<file path="src/rtl/bcd_serial_alu_pkg.sv">
// bcd_pkg: shared types and helpers for the digit-serial BCD add/subtract unit.
//   state_t      : controller states (IDLE, CALC, FIX, DONE)
//   OP_ADD/OP_SUB: encodings of the op input
//   BCD_BLANK    : nibble written to every result digit on an invalid input
//   SEG7_TABLE   : active-low 7-segment patterns {a,b,c,d,e,f,g} for 0..9
//   SEG7_BLANK   : all segments off
//   bcd_valid()  : nibble is a legal BCD digit
//   seg7_decode(): digit to segment pattern, blank for non-BCD nibbles
// Optional feature macro: BCD_SEG7_EN (enables the seg output of the top).
package bcd_pkg;

  typedef enum logic [1:0] {
    IDLE = 2'd0,
    CALC = 2'd1,
    FIX  = 2'd2,
    DONE = 2'd3
  } state_t;

  localparam logic OP_ADD = 1'b0;
  localparam logic OP_SUB = 1'b1;

  localparam logic [3:0] BCD_BLANK  = 4'hF;
  localparam logic [6:0] SEG7_BLANK = 7'b1111111;

  localparam logic [6:0] SEG7_TABLE [10] = '{
    7'b0000001, 7'b1001111, 7'b0010010, 7'b0000110, 7'b1001100,
    7'b0100100, 7'b0100000, 7'b0001111, 7'b0000000, 7'b0000100
  };

  function automatic logic bcd_valid(input logic [3:0] nibble);
    return nibble <= 4'd9;
  endfunction

  function automatic logic [6:0] seg7_decode(input logic [3:0] nibble);
    if (bcd_valid(nibble)) return SEG7_TABLE[nibble];
    return SEG7_BLANK;
  endfunction

endpackage

</file>
<file path="src/rtl/bcd_serial_alu_if.sv">
// bcd_serial_alu_if: operand/result handshake bundle of bcd_serial_alu.
//   in_valid/in_ready  : operand handshake (op, a, b)
//   out_valid/out_ready: result handshake (result, neg, ovf, err[, seg])
//   master modport: producer/consumer side (switch capture + display driver)
//   slave modport : the arithmetic unit
// With BCD_SEG7_EN defined the bundle also carries seg (7 bits per digit).
interface bcd_serial_alu_if #(
  parameter int DIGITS = 4
);
  logic                  in_valid;
  logic                  in_ready;
  logic                  op;
  logic [4*DIGITS-1:0]   a;
  logic [4*DIGITS-1:0]   b;
  logic                  out_valid;
  logic                  out_ready;
  logic [4*DIGITS-1:0]   result;
  logic                  neg;
  logic                  ovf;
  logic                  err;
`ifdef BCD_SEG7_EN
  logic [7*DIGITS-1:0]   seg;
`endif

  modport master (
    output in_valid, op, a, b, out_ready,
    input  in_ready, out_valid, result, neg, ovf, err
`ifdef BCD_SEG7_EN
    , input seg
`endif
  );

  modport slave (
    input  in_valid, op, a, b, out_ready,
    output in_ready, out_valid, result, neg, ovf, err
`ifdef BCD_SEG7_EN
    , output seg
`endif
  );

endinterface

</file>
<file path="src/rtl/bcd_serial_alu_digit_add.sv">
// bcd_digit_add: combinational single-digit BCD adder.
//   a, b : BCD digits (0..9)
//   cin  : carry in
//   sum  : BCD sum digit
//   cout : decimal carry out
// A binary sum above 9 is corrected by +6, which also wraps it into 0..9.
module bcd_digit_add (
  input  logic [3:0] a,
  input  logic [3:0] b,
  input  logic       cin,
  output logic [3:0] sum,
  output logic       cout
);
  logic [4:0] bin_sum;

  assign bin_sum = {1'b0, a} + {1'b0, b} + {4'b0000, cin};
  assign cout    = bin_sum > 5'd9;
  assign sum     = cout ? 4'(bin_sum + 5'd6) : bin_sum[3:0];

endmodule

</file>
<file path="src/rtl/bcd_serial_alu.sv">
// bcd_serial_alu: digit-serial packed-BCD add/subtract, one digit per clock,
// least-significant digit first, sign/magnitude result.
//   clk   : rising-edge clock
//   rst_n : asynchronous active-low reset
//   bus   : bcd_serial_alu_if.slave (operand and result handshakes)
// Subtraction adds the nines' complement of b with carry-in 1; a missing final
// carry means a<b, and the stored result is then ten's-complemented in FIX to
// give the magnitude. Results are presented one cycle after DONE is entered.
// Optional feature macro: BCD_SEG7_EN adds the registered seg output.
module bcd_serial_alu
  import bcd_pkg::*;
#(
  parameter int DIGITS = 4
) (
  input  logic               clk,
  input  logic               rst_n,
  bcd_serial_alu_if.slave    bus
);
  localparam int W     = 4 * DIGITS;
  localparam int IDX_W = (DIGITS > 1) ? $clog2(DIGITS) : 1;
  localparam logic [IDX_W-1:0] LAST = IDX_W'(DIGITS - 1);

  state_t           state_reg;
  logic [IDX_W-1:0] idx_reg;
  logic             carry_reg;
  logic             op_reg;
  logic [W-1:0]     a_reg, b_reg, result_reg;
  logic             neg_reg, ovf_reg, err_reg;
  logic             in_ready_reg, out_valid_reg;
  logic [W-1:0]     result_next;

  logic [3:0]       a_dig [DIGITS];
  logic [3:0]       b_dig [DIGITS];
  logic [3:0]       r_dig [DIGITS];
  logic [DIGITS-1:0] nib_ok;
  logic             in_ok, accept, busy, enter_done;
  logic [3:0]       add_a, add_b, add_sum;
  logic             add_cout;

  assign accept = (state_reg == IDLE) && bus.in_valid && in_ready_reg;
  assign busy   = (state_reg == CALC) || (state_reg == FIX);
  assign in_ok  = &nib_ok;

  // Digit views of the registers, input validity, and the next result with
  // the digit under the index replaced by the adder output.
  for (genvar gi = 0; gi < DIGITS; gi++) begin : g_digit
    assign a_dig[gi]  = a_reg[gi*4 +: 4];
    assign b_dig[gi]  = b_reg[gi*4 +: 4];
    assign r_dig[gi]  = result_reg[gi*4 +: 4];
    assign nib_ok[gi] = bcd_valid(bus.a[gi*4 +: 4]) && bcd_valid(bus.b[gi*4 +: 4]);
    assign result_next[gi*4 +: 4] =
        accept ? (in_ok ? 4'd0 : BCD_BLANK) :
        (busy && (idx_reg == IDX_W'(gi))) ? add_sum : r_dig[gi];
  end

  // One adder serves both phases: a + b (or 9-b) in CALC, (9-d) + carry in FIX.
  always_comb begin
    add_a = a_dig[idx_reg];
    add_b = (op_reg == OP_SUB) ? (4'd9 - b_dig[idx_reg]) : b_dig[idx_reg];
    if (state_reg == FIX) begin
      add_a = 4'd9 - r_dig[idx_reg];
      add_b = 4'd0;
    end
  end

  bcd_digit_add u_digit_add (
    .a    (add_a),
    .b    (add_b),
    .cin  (carry_reg),
    .sum  (add_sum),
    .cout (add_cout)
  );

  assign enter_done = (accept && !in_ok)
                   || ((state_reg == CALC) && (idx_reg == LAST)
                       && !((op_reg == OP_SUB) && !add_cout))
                   || ((state_reg == FIX) && (idx_reg == LAST));

`ifdef BCD_SEG7_EN
  logic [7*DIGITS-1:0] seg_reg, seg_next;
  for (genvar gi = 0; gi < DIGITS; gi++) begin : g_seg
    assign seg_next[gi*7 +: 7] = seg7_decode(result_next[gi*4 +: 4]);
  end
  assign bus.seg = seg_reg;
`endif

  always_ff @(posedge clk or negedge rst_n) begin
    if (!rst_n) begin
      state_reg     <= IDLE;
      idx_reg       <= '0;
      carry_reg     <= 1'b0;
      op_reg        <= OP_ADD;
      a_reg         <= '0;
      b_reg         <= '0;
      result_reg    <= '0;
      neg_reg       <= 1'b0;
      ovf_reg       <= 1'b0;
      err_reg       <= 1'b0;
      in_ready_reg  <= 1'b1;
      out_valid_reg <= 1'b0;
`ifdef BCD_SEG7_EN
      seg_reg       <= '1;
`endif
    end else begin
`ifdef BCD_SEG7_EN
      if (enter_done) seg_reg <= seg_next;
`endif
      case (state_reg)
        IDLE: begin
          if (accept) begin
            a_reg        <= bus.a;
            b_reg        <= bus.b;
            op_reg       <= bus.op;
            result_reg   <= result_next;
            neg_reg      <= 1'b0;
            ovf_reg      <= 1'b0;
            idx_reg      <= '0;
            carry_reg    <= bus.op;
            in_ready_reg <= 1'b0;
            err_reg      <= !in_ok;
            state_reg    <= in_ok ? CALC : DONE;
          end
        end
        CALC: begin
          result_reg <= result_next;
          carry_reg  <= add_cout;
          if (idx_reg == LAST) begin
            idx_reg <= '0;
            if (op_reg == OP_ADD) begin
              ovf_reg   <= add_cout;
              state_reg <= DONE;
            end else if (add_cout) begin
              state_reg <= DONE;
            end else begin
              // No borrow-free carry: a<b, magnitude needs ten's complement.
              neg_reg   <= 1'b1;
              carry_reg <= 1'b1;
              state_reg <= FIX;
            end
          end else begin
            idx_reg <= idx_reg + 1'b1;
          end
        end
        FIX: begin
          result_reg <= result_next;
          carry_reg  <= add_cout;
          if (idx_reg == LAST) begin
            idx_reg   <= '0;
            state_reg <= DONE;
          end else begin
            idx_reg <= idx_reg + 1'b1;
          end
        end
        DONE: begin
          if (out_valid_reg && bus.out_ready) begin
            out_valid_reg <= 1'b0;
            in_ready_reg  <= 1'b1;
            state_reg     <= IDLE;
          end else begin
            out_valid_reg <= 1'b1;
          end
        end
        default: state_reg <= IDLE;
      endcase
    end
  end

  assign bus.in_ready  = in_ready_reg;
  assign bus.out_valid = out_valid_reg;
  assign bus.result    = result_reg;
  assign bus.neg       = neg_reg;
  assign bus.ovf       = ovf_reg;
  assign bus.err       = err_reg;

endmodule

</file>
<file path="src/flat_wrapper.sv">
// flat-port wrapper written by rule: the top's interface ports become plain ports
module bcd_serial_alu_flat import bcd_pkg::*;
#(
  parameter int DIGITS = 4
)
  (clk, rst_n, bus_in_valid, bus_op, bus_a, bus_b, bus_out_ready, bus_in_ready, bus_out_valid, bus_result, bus_neg, bus_ovf, bus_err);
  bcd_serial_alu_if #(.DIGITS(DIGITS)) bus_i ();
  input  logic clk;
  input  logic rst_n;
  input wire logic [$bits(bus_i.in_valid)-1:0] bus_in_valid;
  input wire logic [$bits(bus_i.op)-1:0] bus_op;
  input wire logic [$bits(bus_i.a)-1:0] bus_a;
  input wire logic [$bits(bus_i.b)-1:0] bus_b;
  input wire logic [$bits(bus_i.out_ready)-1:0] bus_out_ready;
  output wire logic [$bits(bus_i.in_ready)-1:0] bus_in_ready;
  output wire logic [$bits(bus_i.out_valid)-1:0] bus_out_valid;
  output wire logic [$bits(bus_i.result)-1:0] bus_result;
  output wire logic [$bits(bus_i.neg)-1:0] bus_neg;
  output wire logic [$bits(bus_i.ovf)-1:0] bus_ovf;
  output wire logic [$bits(bus_i.err)-1:0] bus_err;
  assign bus_i.in_valid = bus_in_valid;
  assign bus_i.op = bus_op;
  assign bus_i.a = bus_a;
  assign bus_i.b = bus_b;
  assign bus_i.out_ready = bus_out_ready;
  assign bus_in_ready = bus_i.in_ready;
  assign bus_out_valid = bus_i.out_valid;
  assign bus_result = bus_i.result;
  assign bus_neg = bus_i.neg;
  assign bus_ovf = bus_i.ovf;
  assign bus_err = bus_i.err;
  bcd_serial_alu #(.DIGITS(DIGITS)) u_core (.clk(clk), .rst_n(rst_n), .bus(bus_i));
endmodule
</file>
<file path="config.mk">
export PLATFORM = sky130hd
export DESIGN_NAME = bcd_serial_alu_flat
export DESIGN_NICKNAME = d
export VERILOG_FILES = /design/src/rtl/bcd_serial_alu_pkg.sv /design/src/rtl/bcd_serial_alu_if.sv /design/src/rtl/bcd_serial_alu_digit_add.sv /design/src/rtl/bcd_serial_alu.sv /design/src/flat_wrapper.sv
export SDC_FILE = /design/constraint.sdc
export NUM_CORES = 1
export LEC_CHECK = 0
export ABC_AREA = 1
export BUFFER_PORTS_ARGS = -buffer_cell sky130_fd_sc_hd__buf_2
export CAP_MARGIN = 30
export CORE_MARGIN = 2
export CORE_UTILIZATION = 61
export CTS_CLUSTER_SIZE = 28
export DETAILED_ROUTE_END_ITERATION = 12
export GPL_TIMING_DRIVEN = 0
export PLACE_DENSITY_LB_ADDON = 0.12
export SYNTH_ARGS = -nofsm -noshare
export SYNTH_HDL_FRONTEND = slang
export SYNTH_SLANG_ARGS = --single-unit
</file>
<file path="constraint.sdc">
create_clock -name clk -period 6.8 [get_ports clk]
set_input_delay 0.34 -clock clk [delete_from_list [all_inputs] [get_ports clk]]
set_output_delay 0.34 -clock clk [all_outputs]
set_load 0.05 [all_outputs]
</file>
[Word-level counts from Yosys, hierarchy flattened]
Cells that the tools add are included.
Storage, ports and cells
  register bits: 59
  logic and storage cells: 120
Operators by class
  add/sub/neg operators: 6
  magnitude comparators: 10
  equal/unequal tests: 13
  multiplexer cells: 50
  bitwise gates (word level): 1
  reductions and logical operators: 28
Operator list (count)
  two-way mux 4 bit: 19
  <= comparator 4 bit (second input constant): 8
  case mux 16 bit (2 select lines): 1
  binary-select mux 4 bit (select 2 bit): 3
  two-way mux 16 bit: 1
  two-way mux 2 bit: 8
  two-way mux 1 bit: 12
  AND reduction 4 bit: 3
  logical AND 1 bit: 11
  equality test 2 bit (second input constant): 4
  inequality test 2 bit (second input constant): 4
  case mux 2 bit (4 select lines): 1
  subtractor 4 bit (first input constant): 2
  inequality test 2 x 1 -> 1 bit (second input constant): 3
  case mux 1 bit (2 select lines): 3
  AND reduction 2 bit: 3
  nonzero test 2 bit: 3
  adder 4 x 4 -> 5 bit: 1
  adder 5 x 1 -> 5 bit: 1
  > comparator 5 x 4 -> 1 bit (second input constant): 1
  AND reduction 5 bit: 1
  adder 4 x 3 -> 4 bit (second input constant): 1
  equality test 2 x 1 -> 1 bit (second input constant): 2
  zero test 2 bit: 2
  10 further kinds: 10

[Longest topological paths before layout]
  depth after elaboration: 15
  gate-level depth with buffers: 25
  depth with buffers taken out: 24

[By module]
From an unflattened synthesis, not the netlist that was laid out.
Second synthesis, totals
  cell total of the unflattened synthesis: 462
  area total of the unflattened synthesis: 3417.0 µm²
Modules (own cells, without submodules)
  bcd_serial_alu: times used 1, cells an instance 415, area an instance 3116.7 µm², seq. area each 1477.7 µm²
  bcd_digit_add: times used 1, cells an instance 47, area an instance 300.3 µm², seq. area each 0.0 µm²

[Least setup slack after synthesis]
OpenSTA, ideal clock, no wires.
  path kind: register to register
  start: register u_core.idx_reg[1]
  end: register u_core.result_reg[10], in the netlist u_core.bus.result[10]
  library setup time: 0.118 ns
  data arrival time: 3.069 ns
  data required time: 6.682 ns
  path slack: 3.613 ns
  cell stages (with the launch flop): 22
  buffers on the path: 1
  cells stage by stage: dfrtp_1 inv_1 buf_2 a32o_1 a21oi_1 o21ai_0 fa_1 inv_1 fa_1 inv_1 ha_1 inv_1 o21ai_0 nand2_2 inv_2 nand2_4 nand2_4 nand2_1 nand3_1 nand2_2 nand2_1 nand2_1
On the way
  longest elaborated chain between the ends: 15
RTL lines
  from (decl): RTL line bcd_serial_alu.sv:24  | logic [IDX_W-1:0] idx_reg;
  from (signal assigned): RTL line bcd_serial_alu.sv:141  | idx_reg <= idx_reg + 1'b1;
  from (signal assigned): RTL line bcd_serial_alu.sv:151  | idx_reg <= idx_reg + 1'b1;
  inverter 2 -> 3 bit (implied by the code): RTL line bcd_serial_alu.sv:58, bcd_serial_alu.sv:59, bcd_serial_alu.sv:61
  binary-select mux 4 bit (select 2 bit): RTL line bcd_serial_alu.sv:59  | add_b = (op_reg == OP_SUB) ? (4'd9 - b_dig[idx_reg]) : b_dig[idx_reg];
  two-way mux 4 bit (implied by the code) (2 in a row): RTL line bcd_serial_alu.sv:59
  subtractor 4 bit: RTL line bcd_serial_alu.sv:59
  two-way mux 4 bit: RTL line bcd_serial_alu.sv:59
  two-way mux 4 bit: RTL line bcd_serial_alu.sv:60  | if (state_reg == FIX) begin
  adder 4 x 4 -> 5 bit: RTL line bcd_serial_alu_digit_add.sv:16  | assign bin_sum = {1'b0, a} + {1'b0, b} + {4'b0000, cin};
  adder 5 x 1 -> 5 bit: RTL line bcd_serial_alu_digit_add.sv:16
  adder 4 x 3 -> 4 bit or > comparator 5 x 4 -> 1 bit (tied branches): RTL line bcd_serial_alu_digit_add.sv:18, bcd_serial_alu_digit_add.sv:17
  two-way mux 4 bit: RTL line bcd_serial_alu_digit_add.sv:18  | assign sum = cout ? 4'(bin_sum + 5'd6) : bin_sum[3:0];
  two-way mux 4 bit (*): RTL line bcd_serial_alu.sv:53  | (busy && (idx_reg == IDX_W'(gi))) ? add_sum : r_dig[gi];
  two-way mux 4 bit (*): RTL line bcd_serial_alu.sv:52  | accept ? (in_ok ? 4'd0 : BCD_BLANK) :
  two-way mux 16 bit: RTL line bcd_serial_alu.sv:110  | if (accept) begin
  case mux 16 bit (2 select lines) (*): RTL line bcd_serial_alu.sv:108  | case (state_reg)
  to (signal assigned): RTL line bcd_serial_alu.sv:114  | result_reg <= result_next;
  to (signal assigned): RTL line bcd_serial_alu.sv:125  | result_reg <= result_next;
  to (signal assigned): RTL line bcd_serial_alu.sv:145  | result_reg <= result_next;
  to (decl): RTL line bcd_serial_alu.sv:27  | logic [W-1:0] a_reg, b_reg, result_reg;
Every way passes the cells marked *; elsewhere a longest branch is shown, timed or not. The select of a mux whose other input is x is not followed.
A chain may end at the register's enable or synchronous reset.

[Final worst setup path]
  start: register u_core.idx_reg[1]
  end: register u_core.result_reg[9], in the netlist u_core.bus.result[9]
Same word-level chain as after synthesis.

==> run summary <==
Status = completed
Setup violators final = 0
TNS Setup = 0 ps
Routed Antenna Nets = 0
Crit path cell chain = inv_1, clkbuf_1, a21oi_1, a32o_1, ha_1, nand2_1, o21ai_0, ha_1, inv_2, nand2_2, and2_1, ha_1, inv_1, o21ai_0, nand2_2, inv_2, nand2_4, nand2_4, nand2_1, nand3_1, nand2_2, nand2_1, nand2_1
Gr usage total = 31.1%
Synthesized area = 3470 um^2
First-pass GRT wire length = 14900 um
Post-synth EDFFs = 0
Vias = 3296
Max clock buf depth = 2
Buf/Inv on CP = 5
Post-synth top cells = 205 x nand2_1, 58 x dfrtp_1, 24 x o21ai_0, 23 x a21oi_1, 23 x inv_1
Slew at the pin with the worst max-slew slack = 683 ps
Number of global-route vias before repair = 3201
Critical Path Slowest Stage Cell = clkbuf_1
Fin. max-slew vios = 0
Worst endpoint required time = 7030 ps
Dominant cells by area after synthesis = dfrtp_1 42%, nand2_1 22%, ha_1 5.8%
Post-synth cell types = 37
Mapped Nets = 506
Core Util, Final = 74.7%
Clock Pin Slew Worst Setup and Hold Paths = 70 ps
CTS buffer count = 9
WP data arrival = 4150 ps
Initial DRC count = 262
Slew margin rel. = 54.5%
Clk_lat worst skew = 340 ps
Post-CTS Resized = 0
Fmax = 255 MHz
Mapped Avg Cell Area = 7.70 um^2
Layout cells sized above 1 = 22.7%
Top-area cell type share of the netlist area = 41.8%
DRC viols = 0
Hold buffer count at CTS = 0
Gpl congestion = 0.860
Largest area contributor in the netlist = dfrtp_1
Most common cell in the netlist = nand2_1
Die Span Y = 79.4 um
Ys Warns = 0
WL per Instance = 15.0 um
Starting Density = 63.1%
Diodes inserted = 0
Initial antenna violation count = 0
RSZ-0062 raised after global routing = false
Final hold violation count = 0
Final period util = 57.6%
Critical path class = flop to flop
Total Wirelength = 8980 um
Port Buf Inserts = 57
Core ar. = 5510 um^2
Worst setup EP type = flop
Main synth FF type = dfrtp_1
Setup bufs post-CTS = 0
Pre-antenna DRT Iters = 7
H-tree depth = 3
Final nets = 575
Critical Path Most Common Cell = nand2_1
Top Ports = 58
Crit path launch type = flop
Largest stage delay on the critical path = 510 ps
TritonCTS clock tree = built
Root buffer cell = clkbuf_8
Sequential area share after synthesis = 42.6%
Die X = 79.4 um
Post-synth ARST share = 100%
Critical path's top delay family = simple AND/OR/NAND/NOR gates
Post-route worst setup slack = 2880 ps
Post-Route Skew = 8.96 ps
Total global routing overflow = 0
Worst hold path class = input pin to async pin
Critical-path maximum fanout = 11
Synth Instances = 451
Final min period = 3920 ps
Std cell rows = 27
Maxcap violations = 0
Largest net degree at the start of global routing = 32
Half-perimeter wire length after placement = 6390 um
DIE AREA = 6310 um^2
Setup WS pre-CTS = 2970 ps
Layout fillers = 424
CTS Sinks = 59
Vias/cell = 5.52
Layout area overhead = 18.5%
Synthesis-stage register bit count = 59
[cells in the final DEF (no fill, tap or decap), drive strengths merged, types with 2 or more instances in the layout]
cell,instances
nor2,9
a32o,9
dfrtp,58
inv,30
buf,67
a21oi,25
o21ai,33
nand3,19
clkinv,3
nand2,220
fa,2
nand4,3
clkbuf,19
bufinv,2
ha,16
[worst paths after layout]
| check | cells past startpoint | from | slack [ps] | end |
|---|---|---|---|---|
| max | 23 | u_core.idx_reg[1]$_DFFE_PN0P_ | 2880 | u_core.bus.result[9]$_DFFE_PN0P_ |
| min | 1 | rst_n | 40 | u_core.bus.result[2]$_DFFE_PN0P_ |
| max reg2reg | 23 | u_core.idx_reg[1]$_DFFE_PN0P_ | 2880 | u_core.bus.result[9]$_DFFE_PN0P_ |
| min reg2reg | 2 | u_core.a_reg[10]$_DFFE_PN0P_ | 490 | u_core.a_reg[10]$_DFFE_PN0P_ |
| max in group asynchronous | 2 | rst_n | 6100 | u_core.bus.in_ready$_DFFE_PN1P_ |
| min in group clk | 3 | bus_b[8] | 190 | u_core.b_reg[8]$_DFFE_PN0P_ |
[metrics by stage]
stage | instance area [um^2] | std cells | hold slack (ps)
2_1_floorplan | 3470 | 451 | 44.4
3_3_place_gp | 3850 | 580 | 459
3_5_place_dp | 3870 | 581 | 417
4_1_cts | 4110 | 597 | 58.1
5_1_grt | 4110 | 597 | 79.6
6_report | 4110 | 597 | 35.2
[kinds of logic (layout without fill, tap and decap cells)]
logic type | after synthesis | in the layout | share of synthesized area, %
compound gates | 72 | 72 | 12.4
simple gates | 254 | 254 | 32.0
fa+ha+maj | 18 | 18 | 6.92
buf+inv | 48 | 122 | 6.20
flops | 59 | 59 | 42.6
[routing by layer]
layer	up-vias	wire length [um]	track usage, %	share of wire (%)
met5	-	0	0	0
met4	0	277	14.5	3.1
met3	26	568	6.67	6.3
met2	135	4380	51.9	49
met1	1551	3750	38.5	42
li1	1584	-	-	-
[area by class of cell]
cell class | count | area (um^2) | area share [%]
buffer | 15 | 81.3 | 1.98
clock buffer | 13 | 179 | 4.35
inverter | 33 | 134 | 3.25
sequential | 59 | 1480 | 35.9
tap | 72 | 90.1 | 2.19
clock inverter | 3 | 67.6 | 1.64
multi-input combinational | 344 | 1780 | 43.2
timing repair buffer | 58 | 305 | 7.42
Power is left out: the tool's default activity adds up to more than one toggle a clock period on the data nets, which glitch-free logic cannot reach.
